`src/rtl/sl_bus_arbiter.sv`:
```
// Round-robin arbiter for the shared slave bus: grants one eligible slave, streams its
// head frame as a valid/ready byte stream, then pulses sl_latch_tail to retire it.
module sl_bus_arbiter #(
  parameter int NUM_REQ = 4,
  parameter int MAX_LEN = 256,
  localparam int SRC_W = (NUM_REQ > 1) ? $clog2(NUM_REQ) : 1
) (
  input  logic               clk,
  input  logic               reset,
  input  logic [NUM_REQ-1:0] sl_arb_request,
  output logic [NUM_REQ-1:0] sl_arb_grant,
  output logic [8:0]         sl_addr,
  input  logic [8:0]         sl_data,
  input  logic [8:0]         sl_tail,
  output logic               sl_latch_tail,
  input  logic [NUM_REQ-1:0] req_enable,
  output logic [7:0]         out_data,
  output logic               out_valid,
  input  logic               out_ready,
  output logic               out_sof,
  output logic               out_eof,
  output logic [SRC_W-1:0]   out_src,
  output logic               len_err
);

  localparam logic [2:0] IDLE   = 3'd0;
  localparam logic [2:0] LEN    = 3'd1;
  localparam logic [2:0] FETCH  = 3'd2;
  localparam logic [2:0] SHOW   = 3'd3;
  localparam logic [2:0] RETIRE = 3'd4;

  localparam logic [9:0] MAX_LEN_W = 10'(MAX_LEN);

  logic [2:0]         state_q, state_d;
  logic [NUM_REQ-1:0] grant_q, grant_d;
  logic [SRC_W-1:0]   src_q, src_d;
  logic [SRC_W-1:0]   rr_q, rr_d;
  logic [8:0]         addr_q, addr_d;
  logic [8:0]         len_q, len_d;
  logic               len_err_q, len_err_d;

  logic [NUM_REQ-1:0] eligible;
  logic               found;
  logic [SRC_W-1:0]   pick;
  int unsigned        idx;
  logic               show;
  logic               unused_sl_data8;

  assign unused_sl_data8 = sl_data[8];

  always_comb begin
    state_d   = state_q;
    grant_d   = grant_q;
    src_d     = src_q;
    rr_d      = rr_q;
    addr_d    = addr_q;
    len_d     = len_q;
    len_err_d = 1'b0;
    eligible  = sl_arb_request & req_enable;
    found     = 1'b0;
    pick      = '0;
    idx       = 0;

    // Scan upward from rr_q with wrap; the first eligible slave wins.
    for (int unsigned i = 0; i < 32'(NUM_REQ); i++) begin
      idx = 32'(rr_q) + i;
      if (idx >= 32'(NUM_REQ)) idx = idx - 32'(NUM_REQ);
      if (!found && eligible[SRC_W'(idx)]) begin
        found = 1'b1;
        pick  = SRC_W'(idx);
      end
    end

    case (state_q)
      IDLE: begin
        if (found) begin
          grant_d       = '0;
          grant_d[pick] = 1'b1;
          src_d         = pick;
          addr_d        = '0;
          state_d       = LEN;
        end
      end
      LEN: begin
        len_d = sl_tail;
        if (sl_tail == 9'd0) begin
          state_d = RETIRE;
        end else if ({1'b0, sl_tail} > MAX_LEN_W) begin
          len_err_d = 1'b1;
          state_d   = RETIRE;
        end else begin
          state_d = FETCH;
        end
      end
      FETCH: state_d = SHOW;
      SHOW: begin
        if (out_ready) begin
          if (addr_q == len_q - 9'd1) begin
            state_d = RETIRE;
          end else begin
            addr_d  = addr_q + 9'd1;
            state_d = FETCH;
          end
        end
      end
      RETIRE: begin
        grant_d = '0;
        rr_d    = (src_q == SRC_W'(NUM_REQ - 1)) ? '0 : src_q + 1'b1;
        state_d = IDLE;
      end
      default: state_d = IDLE;
    endcase
  end

  always_ff @(posedge clk or posedge reset) begin
    if (reset) begin
      state_q   <= IDLE;
      grant_q   <= '0;
      src_q     <= '0;
      rr_q      <= '0;
      addr_q    <= '0;
      len_q     <= '0;
      len_err_q <= 1'b0;
    end else begin
      state_q   <= state_d;
      grant_q   <= grant_d;
      src_q     <= src_d;
      rr_q      <= rr_d;
      addr_q    <= addr_d;
      len_q     <= len_d;
      len_err_q <= len_err_d;
    end
  end

  // Byte outputs follow the slave's registered read data while in SHOW; they stay
  // stable under backpressure because sl_addr is frozen there.
  assign show          = (state_q == SHOW);
  assign out_valid     = show;
  assign out_data      = show ? sl_data[7:0] : '0;
  assign out_sof       = show && (addr_q == 9'd0);
  assign out_eof       = show && (addr_q == len_q - 9'd1);
  assign out_src       = src_q;
  assign sl_arb_grant  = grant_q;
  assign sl_addr       = addr_q;
  assign sl_latch_tail = (state_q == RETIRE);
  assign len_err       = len_err_q;

endmodule

```
`config.mk`:
```
export PLATFORM = sky130hd
export DESIGN_NAME = sl_bus_arbiter
export DESIGN_NICKNAME = d
export VERILOG_FILES = /design/src/rtl/sl_bus_arbiter.sv
export SDC_FILE = /design/constraint.sdc
export NUM_CORES = 1
export LEC_CHECK = 0
export ABC_AREA = 1
export CAP_MARGIN = 20
export CORE_MARGIN = 8
export CORE_UTILIZATION = 50
export DETAILED_ROUTE_END_ITERATION = 16
export PLACE_DENSITY_LB_ADDON = 0.3
export SKIP_LAST_GASP = 1
export SYNTH_ARGS = -nofsm -noshare
export SYNTH_HDL_FRONTEND = slang
export SYNTH_SLANG_ARGS = --single-unit
```
`constraint.sdc`:
```
create_clock -name clk -period 2.2 [get_ports clk]
set_input_delay 0.22 -clock clk [delete_from_list [all_inputs] [get_ports clk]]
set_output_delay 0.22 -clock clk [all_outputs]
set_load 0.01 [all_outputs]
```
==> metrics.cfg <==
[synthesis]
syn-mean-instance-area_um2=6.889
yosysTopAreaCellShare_pct=33.43
synth_top_cell_by_area=dfrtp_1
synth_cell_types=36
syn_area_um2=2246
ys_seq_area_share_pct=33.43
yosysWarnings=0
yosys_register_bits=30
synth_area_leaders=dfrtp_1 33%, nand2_1 17%, inv_1 6.9%
syn_inst=326
syn_nets=361

[pwr]
sw_frac_of_total_pct=48.52
p_int_uw=1856
power.density_nw_per_um2=1203
p_sw_uw=1749
seq_power_share_pct=26.4
peakVddDrop_uv=776.2
power_frac_comb_pct=62.2
p_clk_share_pct=11.4
total_power_uw=3605
leakage_uw=0.001505

[finish]
layout-drive-gt1-share_pct=13.27
fin_util_pct=68.82
multiInputGateArea_um2=1295
synthToLayoutAreaGrowth_pct=33.43
seqCellArea_um2=750.7
final_area_um2=2997
layout_common_cells=103 x nand2_1, 53 x clkdlybuf4s50_1, 41 x inv_1, 31 x nor2_1, 30 x dfrtp_1
fin_nets=427
fillers=379
diodes=0
layout_commonest_cell=nand2_1

[job]
cap_violations=0

[drt]
drc=0
vias_per_cell=5.092
antenna_left=0
drt_wl_total_um=5673
dr.first_iter.drc_count=121
via_count=2261
firstDrtPassIters=4
wl_per_cell_um=12.78

[floorplan]
dieWidth_um=83.02
die_h_um=83.02
coreArea_um2=4354
start_util_pct=51.58
rows=24
ios=57
dieArea_um2=6892

[sta]
layout_worst_path_cycle_share_pct=92.44
rsz0062_at_grt=true
fin_crit_ns=2.034
maxSlewViolCount=0
worst_slew_pin_slew_ns=0.3953
max_freq_mhz=491.7
setup_viol=0
finalHoldViolCount=0
fin_skew_ns=0.005565
slew_headroom_pct=73.65

[place]
dp_hpwl_um=4495
place_area_um2=2900
gp_congestion=0.8397
io_buffers=55

[worst_hold_path]
hold_path.class=in2async

[clocking]
htree_levels=2
clock_latency_ns=0.28
cts.sinks=30
cts_buffer_depth=2
cts_tree=yes
cts_buffers=5
cts.reportedPaths.clkPinSlew_ns=0.06
cts_hold_buf=0
cts_root_buf=clkbuf_8

[setup_path]
startpoint_type=register
cp-end-kind=output pin
cp_slowest_cell=dfrtp_1
crit_family=simple AND/OR/NAND/NOR gates
max_stage_delay_ns=0.38
cp_num_buf_inv=3
crit_chain=inv_1 > ha_4 > nand3_2 > o21ai_1 > nand2_1 > nand2_1 > nand2_1 > nor2_2 > nand3_4 > inv_1 > clkbuf_2
required_ns=1.98
arrival_ns=1.81
crit_fanout=4
crit_top_cell=nand2_1
crit_type=reg2out

[grt]
antenna_found_initial=0
grt_pass1_vias=2296
grt_pass1_wl_um=9818
grt_max_degree=31
grt_overflow_total=0
grt_util_all_layers_pct=16.71

[outcome]
outcome=complete, no violations

==> stage by stage <==
step / hold WS [ns] / setup TNS [ns] / cells / setup WS, ns
final: 0.3180 / 0 / 444 / 0.1663
after global routing: 0.3742 / -0.009819 / 444 / -0.009819
after CTS: 0.3285 / 0 / 444 / 0.008527
after detailed placement: 0.4717 / -0.02305 / 437 / -0.02305
after global placement: 0.4740 / 0 / 437 / 0.01626
after floorplan: 0.3108 / 0 / 326 / 0.4465
==> power by group through the flow <==
| stage | sequential (uW) | clock, uW | combinational (uW) |
|---|---|---|---|
| after floorplan | 939 | 0 | 1560 |
| after global placement | 951 | 0 | 2150 |
| after detailed placement | 959 | 0 | 2200 |
| after CTS | 952 | 422 | 2230 |
| after global routing | 978 | 446 | 2530 |
| final | 952 | 410 | 2240 |
==> cell families after synthesis <==
logic type | Yosys count | share of synthesized area (%)
flip-flops | 30 | 33.43
adder cells (fa/ha/maj) | 6 | 3.343
XOR/XNOR | 9 | 3.510
AND/OR/NAND/NOR | 201 | 42.90
buffers and inverters | 55 | 9.917
AO/OA/AOI/OAI | 25 | 6.909
==> timing repair <==
action	4_1_cts	5_1_grt
setup endpoints to repair	1	2
gates resized for setup	4	4
pin swaps	1	0
setup buffers	0	0
cloned	0	0
==> worst reg2reg max path: stages (launching register included) <==
cell,delay [ns]
dfrtp_1,0.56
inv_2,0.13
nand2_1,0.11
nand2_1,0.06
nor2_1,0.16
nor2_4,0.09
nand4_2,0.11
nand2_2,0.06
inv_2,0.18
nand3_4,0.16
nand2_1,0.09
nand2_1,0.06
==> flip-flops by register name, summed over array words and instances (netlist names) <==
| name | flops |
|---|---|
| sl_addr | 9 |
| sl_arb_grant | 4 |
| out_src | 2 |
| rr_q | 2 |
| state_q | 3 |
| len_err | 1 |
| len_q | 9 |
==> final cells by class <==
| class | count | area share (%) |
|---|---|---|
| Inverter | 49 | 6.221 |
| Sequential cell | 30 | 25.05 |
| Tap cell | 52 | 2.171 |
| Clock buffer | 7 | 2.547 |
| Timing Repair Buffer | 65 | 20.79 |
| Multi-Input combinational cell | 241 | 43.22 |
==> layer usage <==
metal	vias up	wire (um)	GRT usage, %	share of wire [%]
met5	-	0	0	0
met4	0	58	4.313	1.0
met3	6	163	4.199	2.9
met2	34	3094	32.11	55
met1	1059	2356	17.30	42
li1	1162	-	-	-
==> cells in the mapped netlist (all sizes together) <==
master and instances:
ha 6, nand2 112, a211oi 1, xnor2 2
a21oi 4, a22oi 1, nor3 2, buf 4
nor4 3, clkbuf 2, or2 1, dfrtp 30
o31ai 1, nand4 12, inv 49, nor2 40
xor2 7, a31oi 1, nor3b 2, o211ai 1
o21ai 16, nand3 29
==> final timing paths <==
path | startpoint | endpoint | slack, ns | depth (start not counted)
worst max register to register | rr_q[0] | sl_addr[3] | 0.33 | 11
min in group clk | sl_arb_grant[0] | sl_arb_grant[0] | 0.48 | 2
max in group asynchronous | reset | len_q[1] | 1.60 | 3
worst max-delay path | len_q[0] | out_eof | 0.17 | 11
worst min-delay path | reset | sl_arb_grant[0] | 0.32 | 3
worst min register to register | sl_arb_grant[0] | sl_arb_grant[0] | 0.48 | 2
No activity file was read; power rests on OpenSTA's default activity.
